## src/rtl/pcie_8b10b_pkg.sv

```systemverilog
// Shared 8b/10b definitions for the PCIe Rx lane decoder.
//   K-code byte values ({HGF,EDCBA}) for the twelve legal control symbols.
//   ones10(): popcount of a 10-bit symbol, used for disparity classification.
package pcie_8b10b_pkg;

  localparam logic [7:0] K28_0 = 8'h1C;
  localparam logic [7:0] K28_1 = 8'h3C;
  localparam logic [7:0] K28_2 = 8'h5C;
  localparam logic [7:0] K28_3 = 8'h7C;
  localparam logic [7:0] K28_4 = 8'h9C;
  localparam logic [7:0] K28_5 = 8'hBC;
  localparam logic [7:0] K28_6 = 8'hDC;
  localparam logic [7:0] K28_7 = 8'hFC;
  localparam logic [7:0] K23_7 = 8'hF7;
  localparam logic [7:0] K27_7 = 8'hFB;
  localparam logic [7:0] K29_7 = 8'hFD;
  localparam logic [7:0] K30_7 = 8'hFE;

  function automatic logic [3:0] ones10(input logic [9:0] sym);
    logic [3:0] n;
    n = '0;
    for (int i = 0; i < 10; i++) n = n + {3'b000, sym[i]};
    return n;
  endfunction

endpackage

```

## src/rtl/dec_8b10b_sym.sv

```systemverilog
// Combinational single-symbol 8b/10b decoder.
//   sym      in  10  {a,b,c,d,e,i,f,g,h,j}, a = bit 9
//   rd_in    in  1   incoming running disparity (0 = RD-, 1 = RD+)
//   data     out 8   decoded byte {HGF,EDCBA}, 0x00 on code error
//   is_k     out 1   legal K-code
//   comma    out 1   K28.1, K28.5 or K28.7
//   code_err out 1   not a legal data or K symbol
//   disp_err out 1   legal symbol whose disparity is illegal for rd_in
//   rd_out   out 1   running disparity after this symbol
module dec_8b10b_sym
  import pcie_8b10b_pkg::*;
(
  input  logic [9:0] sym,
  input  logic       rd_in,
  output logic [7:0] data,
  output logic       is_k,
  output logic       comma,
  output logic       code_err,
  output logic       disp_err,
  output logic       rd_out
);

  logic [3:0] ones;
  logic [5:0] s6;
  logic [3:0] s4;
  logic       k_hit, hit6, hit4;
  logic [7:0] k_byte;
  logic [4:0] d5;
  logic [2:0] d3;
  logic       pos, neg, bal, is_comma, comma_rd;

  assign ones = ones10(sym);
  assign s6   = sym[9:4];
  assign s4   = sym[3:0];
  assign pos  = (ones == 4'd6);
  assign neg  = (ones == 4'd4);
  assign bal  = (ones == 4'd5);

  always_comb begin
    k_hit  = 1'b1;
    k_byte = '0;
    case (sym)
      10'b0011110100, 10'b1100001011: k_byte = K28_0;
      10'b0011111001, 10'b1100000110: k_byte = K28_1;
      10'b0011110101, 10'b1100001010: k_byte = K28_2;
      10'b0011110011, 10'b1100001100: k_byte = K28_3;
      10'b0011110010, 10'b1100001101: k_byte = K28_4;
      10'b0011111010, 10'b1100000101: k_byte = K28_5;
      10'b0011110110, 10'b1100001001: k_byte = K28_6;
      10'b0011111000, 10'b1100000111: k_byte = K28_7;
      10'b1110101000, 10'b0001010111: k_byte = K23_7;
      10'b1101101000, 10'b0010010111: k_byte = K27_7;
      10'b1011101000, 10'b0100010111: k_byte = K29_7;
      10'b0111101000, 10'b1000010111: k_byte = K30_7;
      default:                        k_hit  = 1'b0;
    endcase
  end

  always_comb begin
    hit6 = 1'b1;
    d5   = '0;
    case (s6)
      6'b100111, 6'b011000: d5 = 5'd0;
      6'b011101, 6'b100010: d5 = 5'd1;
      6'b101101, 6'b010010: d5 = 5'd2;
      6'b110001:            d5 = 5'd3;
      6'b110101, 6'b001010: d5 = 5'd4;
      6'b101001:            d5 = 5'd5;
      6'b011001:            d5 = 5'd6;
      6'b111000, 6'b000111: d5 = 5'd7;
      6'b111001, 6'b000110: d5 = 5'd8;
      6'b100101:            d5 = 5'd9;
      6'b010101:            d5 = 5'd10;
      6'b110100:            d5 = 5'd11;
      6'b001101:            d5 = 5'd12;
      6'b101100:            d5 = 5'd13;
      6'b011100:            d5 = 5'd14;
      6'b010111, 6'b101000: d5 = 5'd15;
      6'b011011, 6'b100100: d5 = 5'd16;
      6'b100011:            d5 = 5'd17;
      6'b010011:            d5 = 5'd18;
      6'b110010:            d5 = 5'd19;
      6'b001011:            d5 = 5'd20;
      6'b101010:            d5 = 5'd21;
      6'b011010:            d5 = 5'd22;
      6'b111010, 6'b000101: d5 = 5'd23;
      6'b110011, 6'b001100: d5 = 5'd24;
      6'b100110:            d5 = 5'd25;
      6'b010110:            d5 = 5'd26;
      6'b110110, 6'b001001: d5 = 5'd27;
      6'b001110:            d5 = 5'd28;
      6'b101110, 6'b010001: d5 = 5'd29;
      6'b011110, 6'b100001: d5 = 5'd30;
      6'b101011, 6'b010100: d5 = 5'd31;
      default:              hit6 = 1'b0;
    endcase
  end

  always_comb begin
    hit4 = 1'b1;
    d3   = '0;
    case (s4)
      4'b1011, 4'b0100:                   d3 = 3'd0;
      4'b1001:                            d3 = 3'd1;
      4'b0101:                            d3 = 3'd2;
      4'b1100, 4'b0011:                   d3 = 3'd3;
      4'b1101, 4'b0010:                   d3 = 3'd4;
      4'b1010:                            d3 = 3'd5;
      4'b0110:                            d3 = 3'd6;
      4'b1110, 4'b0001, 4'b0111, 4'b1000: d3 = 3'd7;
      default:                            hit4 = 1'b0;
    endcase
  end

  // A data symbol can have legal sub-blocks yet 3 or 7 ones overall,
  // so the popcount gate is applied on top of the table hits.
  assign code_err = ~(pos | neg | bal) | ~(k_hit | (hit6 & hit4));
  assign is_comma = k_hit & ((k_byte == K28_1) | (k_byte == K28_5) | (k_byte == K28_7));

  // Comma resync: the RD- form (abcdei = 001111) leaves RD+ when unbalanced
  // and RD- when balanced (K28.7); the RD+ form is the mirror image.
  assign comma_rd = (s6 == 6'b001111) ? ~bal : bal;

  assign data     = code_err ? 8'h00 : (k_hit ? k_byte : {d3, d5});
  assign is_k     = k_hit & ~code_err;
  assign comma    = is_comma & ~code_err;
  assign disp_err = ~code_err & ~is_comma & ((pos & rd_in) | (neg & ~rd_in));

  always_comb begin
    rd_out = rd_in;
    if (!code_err) begin
      if (is_comma) rd_out = comma_rd;
      else if (pos) rd_out = 1'b1;
      else if (neg) rd_out = 1'b0;
    end
  end

endmodule

```

## src/rtl/decode_10_to_8_multi.sv

```systemverilog
// Multi-symbol 8b/10b decoder, NUM_SYM symbols per clock, RD chained across
// symbols (symbol 0 earliest on the wire), registered outputs, latency 1.
//   clk, rst          clock, async active-high reset
//   in_valid, data_in NUM_SYM aligned 10-bit symbols
//   rd_load(_val)     override incoming RD of symbol 0 (or RD itself when idle)
//   err_cnt_clr       clear the error counter (same-beat errors still counted)
//   out_valid, data_out, is_kcode, comma_det, code_err, disp_err  per-symbol results
//   rd_out            RD after the last symbol of the most recent valid beat
//   err_cnt           saturating count of errored symbols
module decode_10_to_8_multi
  import pcie_8b10b_pkg::*;
#(
  parameter int NUM_SYM   = 2,
  parameter int ERR_CNT_W = 8
) (
  input  logic                   clk,
  input  logic                   rst,
  input  logic                   in_valid,
  input  logic [10*NUM_SYM-1:0]  data_in,
  input  logic                   rd_load,
  input  logic                   rd_load_val,
  input  logic                   err_cnt_clr,
  output logic                   out_valid,
  output logic [8*NUM_SYM-1:0]   data_out,
  output logic [NUM_SYM-1:0]     is_kcode,
  output logic [NUM_SYM-1:0]     comma_det,
  output logic [NUM_SYM-1:0]     code_err,
  output logic [NUM_SYM-1:0]     disp_err,
  output logic                   rd_out,
  output logic [ERR_CNT_W-1:0]   err_cnt
);

  localparam int SUM_W = ERR_CNT_W + 3;

  logic                 rd_q;
  logic [NUM_SYM:0]     rd_chain;
  logic [8*NUM_SYM-1:0] dec_data;
  logic [NUM_SYM-1:0]   dec_k, dec_comma, dec_cerr, dec_derr, sym_err;
  logic [2:0]           beat_errs;
  logic [SUM_W-1:0]     cnt_base, cnt_sum;
  logic [ERR_CNT_W-1:0] cnt_next;

  assign rd_chain[0] = rd_load ? rd_load_val : rd_q;

  for (genvar k = 0; k < NUM_SYM; k++) begin : g_sym
    dec_8b10b_sym u_sym (
      .sym      (data_in[10*k +: 10]),
      .rd_in    (rd_chain[k]),
      .data     (dec_data[8*k +: 8]),
      .is_k     (dec_k[k]),
      .comma    (dec_comma[k]),
      .code_err (dec_cerr[k]),
      .disp_err (dec_derr[k]),
      .rd_out   (rd_chain[k+1])
    );
  end

  assign sym_err = dec_cerr | dec_derr;

  always_comb begin
    beat_errs = '0;
    for (int k = 0; k < NUM_SYM; k++) beat_errs = beat_errs + {2'b00, sym_err[k]};
  end

  // Clear and accumulate in one step so a clear never drops the beat's errors.
  always_comb begin
    cnt_base = err_cnt_clr ? '0 : {3'b000, err_cnt};
    cnt_sum  = cnt_base + {{(SUM_W-3){1'b0}}, beat_errs};
    cnt_next = (|cnt_sum[SUM_W-1:ERR_CNT_W]) ? '1 : cnt_sum[ERR_CNT_W-1:0];
  end

  always_ff @(posedge clk or posedge rst) begin
    if (rst) begin
      rd_q      <= 1'b0;
      out_valid <= 1'b0;
      data_out  <= '0;
      is_kcode  <= '0;
      comma_det <= '0;
      code_err  <= '0;
      disp_err  <= '0;
      rd_out    <= 1'b0;
      err_cnt   <= '0;
    end else begin
      out_valid <= in_valid;
      if (in_valid) begin
        rd_q      <= rd_chain[NUM_SYM];
        rd_out    <= rd_chain[NUM_SYM];
        data_out  <= dec_data;
        is_kcode  <= dec_k;
        comma_det <= dec_comma;
        code_err  <= dec_cerr;
        disp_err  <= dec_derr;
        err_cnt   <= cnt_next;
      end else begin
        if (rd_load)     rd_q    <= rd_load_val;
        if (err_cnt_clr) err_cnt <= '0;
      end
    end
  end

endmodule
```

## config.mk

```make
export PLATFORM = sky130hd
export DESIGN_NAME = decode_10_to_8_multi
export DESIGN_NICKNAME = d
export VERILOG_FILES = /design/src/rtl/pcie_8b10b_pkg.sv /design/src/rtl/dec_8b10b_sym.sv /design/src/rtl/decode_10_to_8_multi.sv
export SDC_FILE = /design/constraint.sdc
export NUM_CORES = 1
export LEC_CHECK = 0
export ABC_CLOCK_PERIOD_IN_PS = 2700
export CORE_ASPECT_RATIO = 1.1
export CORE_MARGIN = 1.5
export CORE_UTILIZATION = 52
export DETAILED_ROUTE_END_ITERATION = 12
export GPL_TIMING_DRIVEN = 0
export HOLD_SLACK_MARGIN = 0.06
export PLACE_DENSITY = 0.79
export SLEW_MARGIN = 20
export SYNTH_ARGS = -nofsm -noshare
export SYNTH_HDL_FRONTEND = slang
export SYNTH_SLANG_ARGS = --single-unit
```

## constraint.sdc

```tcl
create_clock -name clk -period 2.7 [get_ports clk]
set_input_delay 0.54 -clock clk [delete_from_list [all_inputs] [get_ports clk]]
set_output_delay 0.54 -clock clk [all_outputs]
set_load 0.02 [all_outputs]
```

==> impl_metrics.py <==
metrics = {
    "floorplan": {
        "core-area_um2": 8364,
        "initial_utilization": 0.5357,
        "die_w_um": 91.51,
        "die_area_um2": 9183,
        "die_height_um": 100.4,
        "row_count": 35,
        "io_pins": 60,
    },
    "routing": {
        "wl_um": 14100,
        "wl_per_cell_um": 17.62,
        "drc": 0,
        "antenna_violating_nets_post_route": 0,
        "vias": 5081,
        "via_per_inst": 6.351,
        "dr.pass1.iters": 5,
        "drtIter0Drc": 439,
    },
    "power": {
        "switching_share": 0.4023,
        "p_seq_frac": 0.221,
        "power.internal_uw": 1751,
        "vdd_drop_max_mv": 0.3444,
        "pwr-share-clk": 0.146,
        "pwr-share-comb": 0.633,
        "p_switching_uw": 1178,
        "power_density_nw_per_um2": 488.7,
        "power.leakage_uw": 0.002385,
    },
    "placed_design": {
        "finalWeightedCongestion": 0.9763,
        "place_inst": 750,
        "dp_hpwl_um": 9893,
        "dpl_cell_area_um2": 5329,
        "port_buffers": 51,
    },
    "worst_setup_path": {
        "critical_path_class": "input pin to flip-flop",
        "cp_slowest_cell": "fa_1",
        "cp_top_family": "adder cells",
        "worst_setup_path_end_kind": "flip-flop",
        "r2r-start": "rd_q$_DFF_PP0_",
        "cp-endpoint": "err_cnt[4]$_DFFE_PP0P_",
        "cp_max_fo": 4,
        "critPathMaxStageDelay_ns": 0.51,
        "crit_required_ns": 2.87,
        "reg2reg_to": "err_cnt[4]$_DFFE_PP0P_",
        "ff2ff_path_depth": 15,
        "cp.arrival_ns": 5.77,
        "cp_num_buf_inv": 7,
        "cp-startpoint": "data_in[1]",
        "reg2reg_slack_ns": -0.26,
        "startpoint_type": "input pin",
        "path_depth": 26,
    },
    "sta": {
        "finalMaxSlewViolations": 0,
        "fin_tns_setup_ns": -64.62,
        "finalCritPeriodShare": 2.075,
        "setup_viol": 34,
        "max_freq_mhz": 178.5,
        "slew_headroom": 0.5341,
        "rsz0062_at_grt": "true",
        "fin_crit_ns": 5.604,
        "worst_slack_ns": -2.904,
        "finalHoldViolCount": 0,
        "finClkSkew_ns": 0.003546,
        "tightest_slew_ns": 0.6989,
    },
    "grt": {
        "grt_pass1_wl_um": 22600,
        "grt_overflow": 0,
        "antenna_found_initial": 0,
        "grt_max_degree": 36,
        "grt.total_usage": 0.3023,
        "grt_pass1_vias": 4668,
    },
    "clock_tree": {
        "cts_tree": "built",
        "cts_sinks": 35,
        "clock_latency_ns": 0.30,
        "clk_path_buf_depth": 2,
        "ctsRootBufferMaster": "clkbuf_8",
        "path_clk_slew_ns": 0.07,
        "cts_buffers": 5,
        "cts-hold-fix-buffers": 0,
        "htreeDepth": 2,
    },
    "finish": {
        "area_growth_pct": 33.76,
        "n_fill_cell": 657,
        "final_area_um2": 5993,
        "drive_gt1_frac": 0.2395,
        "fin_nets": 744,
        "mostFrequentLayoutCells": "54 x nand2_1, 44 x clkdlybuf4s50_1, 37 x buf_4, 37 x nor2_1, 36 x inv_1",
        "layout_commonest_cell": "nand2_1",
        "num_antenna_cells": 0,
        "fin_cells": 800,
        "final_util": 0.7165,
    },
    "logic_synthesis": {
        "syn-mean-instance-area_um2": 7.620,
        "netlist_instances": 588,
        "syn-num-nets": 644,
        "synth_top_area_frac": 0.1955,
        "synth_warnings": 0,
        "synth_top_cell_by_area": "dfrtp_1",
        "yosysSeqAreaShare": 0.1955,
        "dominantRegCellSynth": "dfrtp_1",
        "ys_seq_elements": 35,
        "synth_edf_count": 0,
        "synth_area_leaders": "dfrtp_1 20%, fa_1 5.8%, ha_1 4.7%, nand2_1 4.7%, o21ai_0 4.2%",
        "syn-cell-area_um2": 4481,
        "synth_async_sr_flop_share": 1.000,
        "synth_cell_type_count": 87,
    },
    "run_status": {
        "violations": "setup timing",
        "status": "finished with violations",
    },
    "min_path": {
        "holdPathStages": 1,
        "hold_path.class": "flip-flop to flip-flop",
    },
    "job": {
        "cap_violations": 0,
    },
}
-- logic make-up after synthesis --
group	count (synthesis)	share of synthesized area
xor gates and xnor gates	11	0.02150
adders and majority gates	31	0.1078
DFF	35	0.1955
muxes	10	0.02653
AOI/OAI and AO/OA	195	0.3089
and+or+nand+nor	203	0.2388
buffers and inverters	103	0.1011
-- how the worst min path moves through the flow --
stage,end,startpoint,slack (ns)
3_5_place_dp,data_out[3]$_DFFE_PP0P_,data_out[3]$_DFFE_PP0P_,0.48
2_1_floorplan,out_valid$_DFF_PP0_,in_valid,0.57
6_report,code_err[0]$_DFFE_PP0P_,code_err[0]$_DFFE_PP0P_,0.49
4_1_cts,code_err[0]$_DFFE_PP0P_,code_err[0]$_DFFE_PP0P_,0.50
5_1_grt,data_out[1]$_DFFE_PP0P_,data_out[1]$_DFFE_PP0P_,0.52
3_3_place_gp,data_out[3]$_DFFE_PP0P_,data_out[3]$_DFFE_PP0P_,0.47
-- metrics by stage --
step,power (uW),hold slack [ns],setup WS [ns]
floorplan,1621,0.5714,-2.735
global route,3104,0.5220,-3.184
global placement,1983,0.4671,-3.907
finish,2929,0.4859,-2.904
CTS,2767,0.4961,-3.129
detailed placement,2015,0.4795,-4.021
-- Yosys cell counts, types with 15 or more instances --
cell type	count
nor2b_1	16
a21oi_1	35
dfrtp_1	35
buf_2	17
ha_1	17
o21ai_0	38
clkbuf_1	26
nand2_1	56
o211ai_1	15
nand3_1	15
inv_1	46
nor2_1	38
-- flip-flops by register name, summed over array words and instances, names as in the netlist --
signal     count
code_err       2
comma_det      2
data_out      16
disp_err       2
err_cnt        8
is_kcode       2
out_valid      1
rd_out         1
rd_q           1
-- area by class of cell --
cell class,count,area [um^2],area share
plain buffers,52,284.0,0.04739
clock buffers,8,100.1,0.01670
inverters,51,239.0,0.03987
multi-input cells,450,3472,0.5793
flip-flops and latches,35,875.8,0.1461
well taps,111,138.9,0.02317
repair buffers,93,883.3,0.1474
-- timing repair --
item	4_1_cts	5_1_grt
setup buffers	32	12
pin swaps	23	30
endpoints found under the setup margin	34	34
resized for setup	63	30
-- power by group through the flow --
stage / Combinational [uW] / Sequential [uW] / Clock, uW
2_1_floorplan: 896 / 725 / 0
3_3_place_gp: 1330 / 654 / 0
3_5_place_dp: 1360 / 654 / 0
4_1_cts: 1700 / 647 / 424
5_1_grt: 2000 / 654 / 448
6_report: 1850 / 648 / 426
-- metal layers --
metal / routed length [um] / track usage / vias up
li1: - / - / 2336
met1: 5903 / 0.3962 / 2453
met2: 6882 / 0.5155 / 262
met3: 955 / 0.03258 / 30
met4: 353 / 0.1130 / 0
met5: 0 / 0 / -
Note: power is estimated with default switching activity, not from simulation.
